[src/rtl/egg_hatch_ctrl.sv]
// ----------------------------------------------------------------------------
// egg_hatch_ctrl
//
// Incubation controller for the egg-hatching demo. Runs the hatch state
// machine (IDLE / RUN / HATCHED / DEAD), keeps the incubator temperature,
// advances the growth stage once per completed stage period spent at an
// in-range temperature, and drives the dot-matrix display's enable and
// warning inputs.
//
// Optional feature: define HATCH_DRIFT_EN to make the incubator lose one
// degree every DRIFT_SEC-th second tick while running. Without it the
// temperature only moves on heat/cool pulses and no drift logic exists.
//
// Ports
//   clk      in   system clock (1 kHz)
//   rst      in   asynchronous, active-high reset
//   start    in   one-cycle pulse: begin a run / acknowledge end of a run
//   heat     in   one-cycle pulse: temperature +1
//   cool     in   one-cycle pulse: temperature -1
//   num      out  growth stage 0..MAX_STAGE for the display
//   st       out  display enable (high outside IDLE)
//   temp     out  warning: temperature out of range or egg dead
//   temp_c   out  current temperature, unsigned degrees C
//   hatched  out  high in HATCHED
//   dead     out  high in DEAD
// ----------------------------------------------------------------------------
module egg_hatch_ctrl #(
    parameter int CLK_HZ    = 1000,
    parameter int STAGE_SEC = 3,
    parameter int MAX_STAGE = 11,
    parameter int DEAD_SEC  = 5,
    parameter int T_INIT    = 37,
    parameter int T_LOW     = 36,
    parameter int T_HIGH    = 39,
    parameter int T_MIN     = 20,
    parameter int T_MAX     = 50
`ifdef HATCH_DRIFT_EN
    ,
    parameter int DRIFT_SEC = 4
`endif
) (
    input  logic       clk,
    input  logic       rst,
    input  logic       start,
    input  logic       heat,
    input  logic       cool,
    output logic [3:0] num,
    output logic       st,
    output logic       temp,
    output logic [6:0] temp_c,
    output logic       hatched,
    output logic       dead
);

    localparam int PRE_W = (CLK_HZ > 1) ? $clog2(CLK_HZ) : 1;
    localparam int STG_W = $clog2(STAGE_SEC + 1);
    localparam int BAD_W = $clog2(DEAD_SEC + 1);

    localparam logic [PRE_W-1:0] PRE_LAST = PRE_W'(CLK_HZ - 1);
    localparam logic [STG_W-1:0] STG_LAST = STG_W'(STAGE_SEC - 1);
    localparam logic [BAD_W-1:0] BAD_LAST = BAD_W'(DEAD_SEC - 1);
    localparam logic [3:0]       NUM_LAST = 4'(MAX_STAGE - 1);
    localparam logic [3:0]       NUM_MAX  = 4'(MAX_STAGE);

    localparam logic [6:0] TC_INIT = 7'(T_INIT);
    localparam logic [6:0] TC_LOW  = 7'(T_LOW);
    localparam logic [6:0] TC_HIGH = 7'(T_HIGH);

    localparam logic signed [8:0] TS_MIN = 9'(T_MIN);
    localparam logic signed [8:0] TS_MAX = 9'(T_MAX);

    typedef enum logic [1:0] {
        S_IDLE    = 2'd0,
        S_RUN     = 2'd1,
        S_HATCHED = 2'd2,
        S_DEAD    = 2'd3
    } state_t;

    state_t           state_q,     state_d;
    logic [PRE_W-1:0] presc_q,     presc_d;
    logic [STG_W-1:0] stage_sec_q, stage_sec_d;
    logic [BAD_W-1:0] bad_sec_q,   bad_sec_d;
    logic [3:0]       num_q,       num_d;
    logic [6:0]       temp_c_q,    temp_c_d;
    logic             st_q, hatched_q, dead_q;

    logic             tick;
    logic             in_range;
    logic             drift_pulse;
    logic signed [8:0] temp_step;
    logic signed [8:0] temp_sum;

    // Clamp a widened signed temperature back into T_MIN..T_MAX.
    function automatic logic [6:0] sat_temp(input logic signed [8:0] v);
        logic [6:0] r;
        if (v > TS_MAX) begin
            r = TS_MAX[6:0];
        end else if (v < TS_MIN) begin
            r = TS_MIN[6:0];
        end else begin
            r = v[6:0];
        end
        return r;
    endfunction

    assign tick     = (state_q == S_RUN) && (presc_q == PRE_LAST);
    assign in_range = (temp_c_q >= TC_LOW) && (temp_c_q <= TC_HIGH);

`ifdef HATCH_DRIFT_EN
    localparam int DRF_W = $clog2(DRIFT_SEC + 1);
    localparam logic [DRF_W-1:0] DRF_LAST = DRF_W'(DRIFT_SEC - 1);

    logic [DRF_W-1:0] drift_q, drift_d;

    // Drift count restarts on every RUN entry, so it is held at zero
    // whenever the controller is not running.
    always_comb begin
        drift_d     = drift_q;
        drift_pulse = 1'b0;
        if (state_q != S_RUN) begin
            drift_d = '0;
        end else if (tick) begin
            if (drift_q == DRF_LAST) begin
                drift_d     = '0;
                drift_pulse = 1'b1;
            end else begin
                drift_d = drift_q + 1'b1;
            end
        end
    end

    always_ff @(posedge clk or posedge rst) begin
        if (rst) begin
            drift_q <= '0;
        end else begin
            drift_q <= drift_d;
        end
    end
`else
    assign drift_pulse = 1'b0;
`endif

    // Temperature: heat and cool cancel; drift adds a further -1.
    // A press on a tick cycle only affects the next tick because the
    // tick above evaluates temp_c_q, the pre-update value.
    always_comb begin
        temp_step = '0;
        if (heat && !cool) begin
            temp_step = 9'sd1;
        end else if (cool && !heat) begin
            temp_step = -9'sd1;
        end
        if (drift_pulse) begin
            temp_step = temp_step - 9'sd1;
        end
        temp_sum = $signed({2'b00, temp_c_q}) + temp_step;
        temp_c_d = sat_temp(temp_sum);
    end

    // Hatch state machine and second counters
    always_comb begin
        state_d     = state_q;
        presc_d     = presc_q;
        stage_sec_d = stage_sec_q;
        bad_sec_d   = bad_sec_q;
        num_d       = num_q;

        case (state_q)
            S_IDLE: begin
                presc_d     = '0;
                stage_sec_d = '0;
                bad_sec_d   = '0;
                num_d       = '0;
                if (start) begin
                    state_d = S_RUN;
                end
            end

            S_RUN: begin
                presc_d = tick ? '0 : presc_q + 1'b1;
                if (tick) begin
                    if (in_range) begin
                        bad_sec_d = '0;
                        if (stage_sec_q == STG_LAST) begin
                            stage_sec_d = '0;
                            num_d       = num_q + 1'b1;
                            if (num_q == NUM_LAST) begin
                                state_d = S_HATCHED;
                            end
                        end else begin
                            stage_sec_d = stage_sec_q + 1'b1;
                        end
                    end else begin
                        bad_sec_d = bad_sec_q + 1'b1;
                        if (bad_sec_q == BAD_LAST) begin
                            state_d = S_DEAD;
                        end
                    end
                end
            end

            S_HATCHED: begin
                num_d = NUM_MAX;
                if (start) begin
                    state_d = S_IDLE;
                end
            end

            S_DEAD: begin
                if (start) begin
                    state_d = S_IDLE;
                end
            end

            default: begin
                state_d = S_IDLE;
            end
        endcase

        // Leaving a finished run clears the displayed stage in the same
        // cycle the display is switched off.
        if (state_d == S_IDLE) begin
            num_d = '0;
        end
    end

    always_ff @(posedge clk or posedge rst) begin
        if (rst) begin
            state_q     <= S_IDLE;
            presc_q     <= '0;
            stage_sec_q <= '0;
            bad_sec_q   <= '0;
            num_q       <= '0;
            temp_c_q    <= TC_INIT;
            st_q        <= 1'b0;
            hatched_q   <= 1'b0;
            dead_q      <= 1'b0;
        end else begin
            state_q     <= state_d;
            presc_q     <= presc_d;
            stage_sec_q <= stage_sec_d;
            bad_sec_q   <= bad_sec_d;
            num_q       <= num_d;
            temp_c_q    <= temp_c_d;
            st_q        <= (state_d != S_IDLE);
            hatched_q   <= (state_d == S_HATCHED);
            dead_q      <= (state_d == S_DEAD);
        end
    end

    assign num     = num_q;
    assign st      = st_q;
    assign temp_c  = temp_c_q;
    assign hatched = hatched_q;
    assign dead    = dead_q;
    assign temp    = dead_q || (temp_c_q < TC_LOW) || (temp_c_q > TC_HIGH);

endmodule
[config.mk]
export PLATFORM = sky130hd
export DESIGN_NAME = egg_hatch_ctrl
export DESIGN_NICKNAME = d
export VERILOG_FILES = /design/src/rtl/egg_hatch_ctrl.sv
export SDC_FILE = /design/constraint.sdc
export NUM_CORES = 1
export LEC_CHECK = 0
export CAP_MARGIN = 0
export CORE_ASPECT_RATIO = 0.9
export CORE_MARGIN = 2
export CORE_UTILIZATION = 58
export DETAILED_ROUTE_END_ITERATION = 12
export GPL_ROUTABILITY_DRIVEN = 1
export GPL_TIMING_DRIVEN = 0
export PLACE_DENSITY = 0.8
export SLEW_MARGIN = 10
export SYNTH_ARGS = -nofsm -noshare
export SYNTH_HDL_FRONTEND = slang
export SYNTH_SLANG_ARGS = --single-unit
export TNS_END_PERCENT = 50
[constraint.sdc]
create_clock -name clk -period 3 [get_ports clk]
set_input_delay 0.6 -clock clk [delete_from_list [all_inputs] [get_ports clk]]
set_output_delay 0.6 -clock clk [all_outputs]
set_load 0.02 [all_outputs]
==> impl_metrics.json <==
{
  "floorplan.initialDensity": 0.6042,
  "clkSlewWorstSetupHoldPaths_ns": 0.06,
  "design.die.area_um2": 4373,
  "cts-buffers-inserted": 5,
  "final.setup_skew_ns": 0.002348,
  "rr_endpoint": "num[3]$_DFFE_PP0P_",
  "yosys-mux-area-fraction": 0.01733,
  "synth-seq-cells": 31,
  "number_of_placement_rows": 21,
  "ctsHoldBuffers": 0,
  "placed_cells_incl_taps": 317,
  "layout_min_cycle_time_ns": 2.889,
  "max_cap_viol_count": 0,
  "routed-via-count": 2014,
  "post_layout_inst_area_um2": 2634,
  "hold_viol": 0,
  "final.period_utilization": 0.9631,
  "synthDominantCellAreaShare": 0.3130,
  "postLayoutCoreUtil": 0.7109,
  "final_cell_count_without_fillers": 326,
  "die_y_um": 62.94,
  "power_density_relative_to_cell_area_nw_per_um2": 631.0,
  "first_global_vias": 1928,
  "combinational_family_with_the_most_area_after_synthesis": "simple AND/OR/NAND/NOR gates",
  "r2r.worst_path.cells": 9,
  "regToRegStartpoint": "state_q[0]$_DFF_PP0_",
  "top_level_ports": 20,
  "share_of_synthesized_area_occupied_by_flip_flops_and_latches": 0.3482,
  "drt_total_wl_mm": 5.049,
  "cell_internal_pwr_uw": 968.3,
  "post_synth_fa_ha_maj_area_fraction": 0.07267,
  "insertedDiodeCount": 0,
  "placed_inst_area_um2": 2486,
  "r2r_slack_ns": 0.72,
  "yosys_warnings": 0,
  "ys_async_sr_fraction": 1.000,
  "crit_end_category": "register",
  "area_growth_pct": 17.66,
  "crit_path_start_kind": "input port",
  "syn-instance-count": 252,
  "die_w_um": 69.49,
  "outcome": "finished, final reports clean",
  "grt_util_all_layers": 0.2472,
  "met1_length_mm": 2.311,
  "synth.net_count": 270,
  "max_clock_freq_mhz": 346.1,
  "switching_share": 0.4174,
  "power_mw": 1.662,
  "critical_path_arrival_ns": 3.10,
  "top_routing_layer_in_use": "met4",
  "worst_hold_path.num_cells": 1,
  "synthSimpleGateAreaFrac": 0.2515,
  "pwr-share-clk": 0.199,
  "cts_root_buf": "sky130_fd_sc_hd__clkbuf_8",
  "drt-vias-per-instance": 6.178,
  "first_pass_grt_wire_length_mm": 8.645,
  "grt_max_degree": 32,
  "min_delay_worst_endpoint": "presc_q[9]$_DFFE_PP0P_",
  "synth_enable_flop_cells": 0,
  "cts_max_path_buffers": 2,
  "tritoncts": "done",
  "cellLeakagePower_nw": 1.114,
  "worst_hold_path_type": "reg -> reg",
  "maxSlewHeadroom": 0.5759,
  "tightest_slew_ns": 0.6352,
  "switchingPower_uw": 693.7,
  "dr_wl_met2_mm": 2.415,
  "dr_wl_met3_um": 224,
  "synth.lib_cells_used.distinct": 66,
  "overflow": 0,
  "detailed_place_hpwl_mm": 3.580,
  "synth-compound-area-share": 0.2130,
  "globalplace.congestion": 0.8158,
  "wire_per_inst_um": 15.49,
  "number_of_antenna_violations_at_the_first_check_in_global_routing": 0,
  "ys_top_cells_by_area": "sky130_fd_sc_hd__dfrtp_1 (31%), sky130_fd_sc_hd__ha_1 (7.3%), sky130_fd_sc_hd__o21ai_0 (5.4%)",
  "cts.htree.levels": 2,
  "power_frac_comb": 0.463,
  "ys.flop_type": "sky130_fd_sc_hd__dfrtp_1",
  "clock_latency_ns": 0.28,
  "tritoncts_num_sinks": 31,
  "timing.hold.worst.start": "presc_q[9]$_DFFE_PP0P_",
  "route.detailed.drc": 0,
  "fp.coreArea_um2": 3705,
  "critPathMaxFanout": 7,
  "ir_worst_vdd_mv": 0.4372,
  "drtIter0Drc": 147,
  "synth.avg_cell_area_um2": 8.883,
  "synth-xor-area-share": 0.03857,
  "place.port_buffers": 19,
  "largest_area_contributor_in_the_netlist": "sky130_fd_sc_hd__dfrtp_1",
  "timing_max_transition_violations_final": 0,
  "num-nets-final": 297,
  "drtAntennaViolNets": 0,
  "required_ns": 3.21,
  "synth.most_common_cell": "sky130_fd_sc_hd__dfrtp_1",
  "synth.cell_area_um2": 2238,
  "drt_pass1_iterations": 4,
  "synth.top_cells.by_count": "sky130_fd_sc_hd__dfrtp_1 (28), sky130_fd_sc_hd__o21ai_0 (24), sky130_fd_sc_hd__nand2_1 (20), sky130_fd_sc_hd__nor2_1 (18), sky130_fd_sc_hd__nand3_1 (15)",
  "critPathKind": "in -> reg",
  "pwr-share-seq": 0.338,
  "post_route_cells_drive_above_1_share": 0.1536,
  "setup_violations": 0
}
-- final cells by class --
class,instances,area (µm²)
Buffer,12,82.58
Clock buffer,7,86.33
Clock inverter,1,5.005
Fill cell,284,1071
Inverter,13,48.80
Multi-Input combinational cell,196,1376
Sequential cell,31,779.5
Tap cell,46,57.56
Timing Repair Buffer,20,197.7
-- state kept, by name (all words and copies together), names as in the netlist --
name,count
st,1
dead,1
presc_q,10
temp_c,7
hatched,1
stage_sec_q,2
num,4
state_q,2
bad_sec_q,3
-- cell usage in the layout, fill, tap and decap left out, types with 4 or more instances in the layout --
| cell | synthesis | layout |
|---|---|---|
| sky130_fd_sc_hd__nor2_1 | 18 | 18 |
| sky130_fd_sc_hd__nand4_1 | 4 | 4 |
| sky130_fd_sc_hd__xnor2_1 | 4 | 4 |
| sky130_fd_sc_hd__dfrtp_1 | 28 | 28 |
| sky130_fd_sc_hd__nor4_1 | 5 | 5 |
| sky130_fd_sc_hd__nand3_1 | 15 | 15 |
| sky130_fd_sc_hd__clkdlybuf4s50_1 | 0 | 19 |
| sky130_fd_sc_hd__buf_4 | 4 | 4 |
| sky130_fd_sc_hd__nor3_1 | 5 | 4 |
| sky130_fd_sc_hd__a21oi_1 | 11 | 11 |
| sky130_fd_sc_hd__and3_1 | 4 | 4 |
| sky130_fd_sc_hd__inv_1 | 11 | 10 |
| sky130_fd_sc_hd__ha_1 | 13 | 10 |
| sky130_fd_sc_hd__and2_1 | 7 | 7 |
| sky130_fd_sc_hd__o211ai_1 | 4 | 4 |
| sky130_fd_sc_hd__o21ai_0 | 24 | 24 |
| sky130_fd_sc_hd__xor2_1 | 4 | 4 |
| sky130_fd_sc_hd__clkbuf_8 | 0 | 6 |
| sky130_fd_sc_hd__nand2_1 | 20 | 20 |
-- power groups by stage --
stage,Sequential [mW],Combinational (mW),Clock [mW]
finish,0.561,0.769,0.331
global route,0.571,0.847,0.361
CTS,0.558,0.750,0.339
detailed placement,0.566,0.738,0
global placement,0.561,0.727,0
floorplan,0.592,0.495,0
-- how the worst max path moves through the flow --
stage               from  depth (start not counted)  slack (ns)                  end
detailed placement  heat                         12       -0.48  temp_c[3]$_DFF_PP0_
global placement    heat                         12       -0.50  temp_c[3]$_DFF_PP0_
finish              heat                         13        0.11  temp_c[0]$_DFF_PP1_
global route        heat                         12       -0.02  temp_c[3]$_DFF_PP0_
CTS                 heat                         13        0.02  temp_c[0]$_DFF_PP1_
floorplan           heat                         11        0.29  temp_c[3]$_DFF_PP0_
-- kinds of logic after synthesis --
logic type,Yosys count
flops,31
compound gates,71
other cells,1
mux,3
fa+ha+maj,13
buf+inv,25
xor+xnor,9
simple gates,99
-- per-stage QoR --
stage / worst slack (ns) / hold WS, ns / setup TNS [ns]
2_1_floorplan: 0.2898 / 0.4430 / 0
3_3_place_gp: -0.5010 / 0.4691 / -1.982
3_5_place_dp: -0.4793 / 0.5265 / -2.071
4_1_cts: 0.01504 / 0.5331 / 0
5_1_grt: -0.02037 / 0.5577 / -0.02632
6_report: 0.1108 / 0.5289 / 0
-- critical path, stage by stage --
cell and delay [ns]:
sky130_fd_sc_hd__clkdlybuf4s50_1 0.45, sky130_fd_sc_hd__inv_1 0.07, sky130_fd_sc_hd__ha_1 0.31, sky130_fd_sc_hd__inv_1 0.10, sky130_fd_sc_hd__ha_4 0.18, sky130_fd_sc_hd__ha_2 0.21, sky130_fd_sc_hd__and3b_1 0.19, sky130_fd_sc_hd__o21ai_2 0.09
sky130_fd_sc_hd__a41oi_2 0.23, sky130_fd_sc_hd__mux2i_2 0.28, sky130_fd_sc_hd__buf_4 0.17, sky130_fd_sc_hd__nand3_1 0.09, sky130_fd_sc_hd__nor3_2 0.12
-- per-layer routing --
layer  global-route usage  up-vias
met5                    0        -
li1                     -      970
met2               0.4063       52
met3              0.04839        9
met1               0.3156      983
met4               0.1127        0
-- timing repair --
action	in CTS	in global routing
resized for setup	3	6
setup buffers	1	0
endpoints found under the setup margin	4	6
Power figures use the tool's default switching activity.
